$ cat src/rtl/wb_regfile_pipe.sv
// Y86-64 writeback stage and register file: two commit ports (E, M),
// two decode read ports with optional same-cycle bypass, sticky status,
// halt flag and a saturating retired-instruction counter.
module wb_regfile_pipe #(
    parameter int unsigned     XLEN    = 64,
    parameter int unsigned     NREG    = 15,
    parameter logic [3:0]      RNONE   = 4'hF,
    parameter int unsigned     SP_IDX  = 4,
    parameter logic [XLEN-1:0] SP_INIT = '0,
    parameter bit              BYPASS  = 1'b1,
    parameter int unsigned     CNTW    = 32
) (
    input  logic            clk,
    input  logic            reset,
    input  logic            W_stall,
    input  logic [1:0]      W_stat,
    input  logic [3:0]      W_icode,
    input  logic            W_cnd,
    input  logic [3:0]      W_dstE,
    input  logic [XLEN-1:0] W_valE,
    input  logic [3:0]      W_dstM,
    input  logic [XLEN-1:0] W_valM,
    input  logic [3:0]      d_srcA,
    input  logic [3:0]      d_srcB,
    output logic [XLEN-1:0] d_rvalA,
    output logic [XLEN-1:0] d_rvalB,
    output logic [1:0]      stat,
    output logic            halted,
    output logic [CNTW-1:0] retired
);
    localparam logic [1:0] STAT_AOK   = 2'd0;
    localparam logic [3:0] ICODE_CMOV = 4'h2;

    logic [XLEN-1:0] regs [NREG];
    logic            commit;
    logic            we_e;
    logic            we_m;
    logic            retire;

    // Commit qualification and per-port write enables
    always_comb begin
        commit = !W_stall && !halted && (W_stat == STAT_AOK);
        we_e   = commit && (W_dstE != RNONE) && (32'(W_dstE) < NREG)
                 && !((W_icode == ICODE_CMOV) && !W_cnd);
        we_m   = commit && (W_dstM != RNONE) && (32'(W_dstM) < NREG);
        retire = commit && (W_icode >= ICODE_CMOV);
    end

    // Array lookup with M-over-E bypass; invalid IDs read as zero
    function automatic logic [XLEN-1:0] read_port(input logic [3:0] id);
        logic [XLEN-1:0] v;
        v = '0;
        if ((id != RNONE) && (32'(id) < NREG)) begin
            for (int unsigned i = 0; i < NREG; i++) begin
                if (id == 4'(i)) v = regs[i];
            end
            if (BYPASS && we_e && (id == W_dstE)) v = W_valE;
            if (BYPASS && we_m && (id == W_dstM)) v = W_valM;
        end
        return v;
    endfunction

    // Decode read ports
    always_comb begin
        d_rvalA = read_port(d_srcA);
        d_rvalB = read_port(d_srcB);
    end

    // Register array; M port wins when both ports hit the same ID
    always_ff @(posedge clk or posedge reset) begin
        if (reset) begin
            for (int unsigned i = 0; i < NREG; i++) begin
                regs[i] <= (i == SP_IDX) ? SP_INIT : '0;
            end
        end else begin
            for (int unsigned i = 0; i < NREG; i++) begin
                if (we_m && (W_dstM == 4'(i))) begin
                    regs[i] <= W_valM;
                end else if (we_e && (W_dstE == 4'(i))) begin
                    regs[i] <= W_valE;
                end
            end
        end
    end

    // Sticky status and halt flag
    always_ff @(posedge clk or posedge reset) begin
        if (reset) begin
            stat   <= STAT_AOK;
            halted <= 1'b0;
        end else if (!W_stall && !halted) begin
            stat <= W_stat;
            if (W_stat != STAT_AOK) halted <= 1'b1;
        end
    end

    // Saturating retired-instruction counter
    always_ff @(posedge clk or posedge reset) begin
        if (reset) begin
            retired <= '0;
        end else if (retire && (retired != {CNTW{1'b1}})) begin
            retired <= retired + CNTW'(1);
        end
    end

endmodule
$ cat config.mk
export PLATFORM = sky130hd
export DESIGN_NAME = wb_regfile_pipe
export DESIGN_NICKNAME = d
export VERILOG_FILES = /design/src/rtl/wb_regfile_pipe.sv
export SDC_FILE = /design/constraint.sdc
export NUM_CORES = 2
export LEC_CHECK = 0
export ABC_AREA = 1
export CAP_MARGIN = 0
export CORE_ASPECT_RATIO = 1.1
export CORE_MARGIN = 3
export CORE_UTILIZATION = 24
export CTS_CLUSTER_DIAMETER = 40
export DETAILED_ROUTE_END_ITERATION = 8
export GPL_ROUTABILITY_DRIVEN = 0
export GPL_TIMING_DRIVEN = 0
export PLACE_DENSITY = 0.36
export SLEW_MARGIN = 0
export SYNTH_ARGS = -nofsm -noshare
export SYNTH_HDL_FRONTEND = slang
export SYNTH_SLANG_ARGS = --single-unit
$ cat constraint.sdc
create_clock -name clk -period 87.9 [get_ports clk]
set_clock_uncertainty 0.15 [all_clocks]
set_input_delay 17.58 -clock clk [delete_from_list [all_inputs] [get_ports clk]]
set_output_delay 17.58 -clock clk [all_outputs]
set_load 0.01 [all_outputs]
==> flow_metrics.env <==
export IMPL_ant_nets=0
export IMPL_r2r_start="halted"
export IMPL_crit_family="buffers and inverters"
export IMPL_synth_cells=9930
export IMPL_synth_top_cells_by_count="2649 x nand2_1, 2346 x o21ai_0, 1069 x inv_1"
export IMPL_placed_cell_area_mm2=0.07203
export IMPL_maxSlewHeadroom_pct=-6.789
export IMPL_dieArea_mm2=0.2745
export IMPL_start_util_pct=24.24
export IMPL_io_buffers=298
export IMPL_crit_chain="clkdlybuf4s50_1 -> inv_2 -> nand2_1 -> a21oi_1 -> nand3_1 -> buf_2 -> clkbuf_1 -> nor2_1 -> a21oi_1 -> clkdlybuf4s50_1"
export IMPL_routed_via_count=78870
export IMPL_vdd_drop_max_mv=0.01247
export IMPL_synth_edf_count=0
export IMPL_clk_latency_ps=850
export IMPL_cp_end_kind="output pin"
export IMPL_fp_row_count=198
export IMPL_synth_yosys_warnings=0
export IMPL_synth_top_area_share_pct=38.68
export IMPL_cts_hold_buffers_added=0
export IMPL_cts_resized_gates=0
export IMPL_ioPinCount=317
export IMPL_first_iter_violations=11330
export IMPL_rsz0062_at_grt="false"
export IMPL_yosys_cell_types_count=42
export IMPL_ff2ff_path_depth=9
export IMPL_leakage_nw=38.33
export IMPL_drive_above_1_share_pct=6.715
export IMPL_cts_setup_buffers=0
export IMPL_finalHoldViolations=0
export IMPL_hold_class="reg -> reg"
export IMPL_grt_pass1_vias=73320
export IMPL_synth_ff_type="dfrtp_1"
export IMPL_first_pass_iters=9
export IMPL_synth_nets=10090
export IMPL_violations="design-rule violations, max-capacitance violations, max-slew violations"
export IMPL_syn_cell_area_mm2=0.06437
export IMPL_cts_made_buffers=281
export IMPL_track_usage_pct=34.60
export IMPL_fin_nets=10680
export IMPL_start_kind="input port"
export IMPL_syn_area_per_cell_um2=6.482
export IMPL_grt_pass1_wl_um=652100
export IMPL_routed_via_density=5.524
export IMPL_use_met2_pct=51.82
export IMPL_crit_buf_inv=5
export IMPL_yosysMostFrequentCell="nand2_1"
export IMPL_async_reset_ff_share_pct=100.0
export IMPL_totalWireLength_um=494000
export IMPL_cp_required_ps=70170
export IMPL_arrival_ps=22700
export IMPL_setup_tns_final_ps=0
export IMPL_cellPowerDensity_mw_per_mm2=21.51
export IMPL_multi_input_area_mm2=0.03208
export IMPL_cts_root_buf="clkbuf_16"
export IMPL_worst_slew_pin_transition_ps=1602
export IMPL_stdcell_area_mm2=0.08176
export IMPL_critPathSlowestCell="clkbuf_1"
export IMPL_die_h_um=549.2
export IMPL_critPathLaunch="d_srcA[3]"
export IMPL_yosysSeqAreaShare_pct=38.68
export IMPL_area_growth_pct=27.02
export IMPL_grt_util_met3_pct=7.453
export IMPL_antenna_found_initial=40
export IMPL_n_fill_cell=29400
export IMPL_drc=3
export IMPL_globalRouteMet1Util_pct=44.41
export IMPL_cpPeakStageDelay_ps=1070
export IMPL_crit_fanout=10
export IMPL_yosysTopAreaCell="dfrtp_1"
export IMPL_wl_per_cell_um=34.60
export IMPL_clock_sinks=995
export IMPL_htreeDepth=5
export IMPL_clkSlewWorstSetupHoldPaths_ps=40
export IMPL_finalMaxSlewViolations=56
export IMPL_critical_path_class="in -> out"
export IMPL_drv_cap=7
export IMPL_layout_min_cycle_time_ps=40430
export IMPL_die_w_um=499.8
export IMPL_status="complete, but fails checks"
export IMPL_hpwlAfterDp_um=399700
export IMPL_crit_cells=10
export IMPL_cts_buffer_depth=4
export IMPL_utilization_pct=30.79
export IMPL_synth_ff_latch_count=995
export IMPL_fin_crit_sh_pct=46.00
export IMPL_cts_tree="done"
export IMPL_max_freq_mhz=24.73
export IMPL_setup_violations=0
export IMPL_grt_overflow=0
export IMPL_regArea_mm2=0.02490
export IMPL_ff2ff_setup_slack_ps=83100
export IMPL_grt_max_degree=109
export IMPL_core_area_mm2=0.2656
export IMPL_setup_worst_path_end="d_rvalA[58]"
export IMPL_grt_busiest_layer="met2"
export IMPL_reg2reg_to="regs[181]"
export IMPL_ys_top_cells_by_area="dfrtp_1 39%, o21ai_0 18%, nand2_1 15%"
## worst reg2reg max path, stage by stage, from the launching register on
cell	delay [ps]
dfrtp_1	400
nor2_4	160
nand2_2	260
nor2_4	410
nand2_1	350
nor2_2	870
inv_1	600
nand2_1	260
clkbuf_1	930
o21ai_0	230
## cell type report
type	count	share of cell area [%]
Sequential cell	995	30.45
Clock buffer	391	10.02
Timing Repair Buffer	309	4.003
Antenna cell	40	0.1224
Inverter	1109	5.100
Buffer	793	3.945
Multi-Input combinational cell	7033	39.24
Tap cell	3500	5.356
Clock inverter	107	1.757
## per-layer routing
metal / part of all wire (%) / vias to the layer above / wire (µm)
met2: 42 / 5355 / 208000
li1: - / 33540 / -
met3: 9.6 / 1263 / 47620
met5: 0.013 / - / 63
met1: 40 / 38690 / 198000
met4: 8.2 / 10 / 40350
## state kept, by name, summed over array words and instances (netlist names)
register	flops
stat	2
halted	1
retired	32
regs	960
## worst min-delay path by stage
stage | startpoint | endpoint | slack, ps | cells after the start
2_1_floorplan | regs[477] | regs[477] | 310 | 2
3_3_place_gp | regs[477] | regs[477] | 330 | 2
3_5_place_dp | regs[727] | regs[727] | 340 | 2
4_1_cts | regs[727] | regs[727] | 350 | 2
5_1_grt | regs[725] | regs[725] | 370 | 2
6_report | regs[447] | regs[447] | 350 | 2
## cell families (layout without fill, tap and decap cells)
| kind of cell | after synthesis | count (layout) | share of synthesized area, % |
|---|---|---|---|
| AOI/OAI and AO/OA | 2955 | 2955 | 23.55 |
| and+or+nand+nor | 4032 | 4032 | 25.65 |
| adders and majority gates | 1 | 1 | 0.01944 |
| DFF | 995 | 995 | 38.68 |
| xor gates and xnor gates | 43 | 43 | 0.5851 |
| buffers and inverters | 1902 | 2709 | 11.48 |
| other | 0 | 40 | 0 |
| muxes | 2 | 2 | 0.03499 |
## through the flow
stage	hold WS [ps]	total power, W	cells	worst slack [ps]
final	353.4	0.001759	14280	47470
after global routing	373.2	0.001792	14240	47620
after CTS	345.9	0.001753	14240	47690
after detailed placement	336.2	0.0006775	13740	47710
after global placement	327.8	0.0006777	13730	22280
after floorplan	308.6	0.0005619	9930	42180
## power breakdown
group / switching (W) / total (W) / leakage (nW) / internal, W
Sequential: 0.00000893 / 0.000482 / 11.2 / 0.000473
Clock: 0.000344 / 0.00108 / 4.73 / 0.000732
Combinational: 0.000152 / 0.000200 / 22.4 / 0.0000486
Total: 0.000505 / 0.00176 / 38.3 / 0.00125
## cells in the final DEF, fill, tap and decap left out, types with 6 or more instances in the layout
cell type	count
nand2_1	2649
o21ai_0	2346
inv_1	1068
dfrtp_1	995
nor2_1	785
clkbuf_1	661
a21oi_1	346
nand4_1	324
clkdlybuf4s50_1	298
clkbuf_16	289
nand3_1	177
buf_2	138
o21ai_1	120
o211ai_1	67
clkbuf_8	58
clkinv_2	48
diode_2	40
inv_2	34
xor2_1	31
bufinv_16	30
o21a_1	28
nor2_2	23
nor3_1	22
nor2_4	17
buf_4	17
o22ai_1	17
buf_1	16
o221ai_1	16
clkinvlp_4	14
xnor2_1	12
nand2_2	11
nand3b_1	10
buf_16	10
a211oi_1	7
nor4_1	7
clkinv_1	6
inv_6	6
No activity file was read; power rests on OpenSTA's default activity.
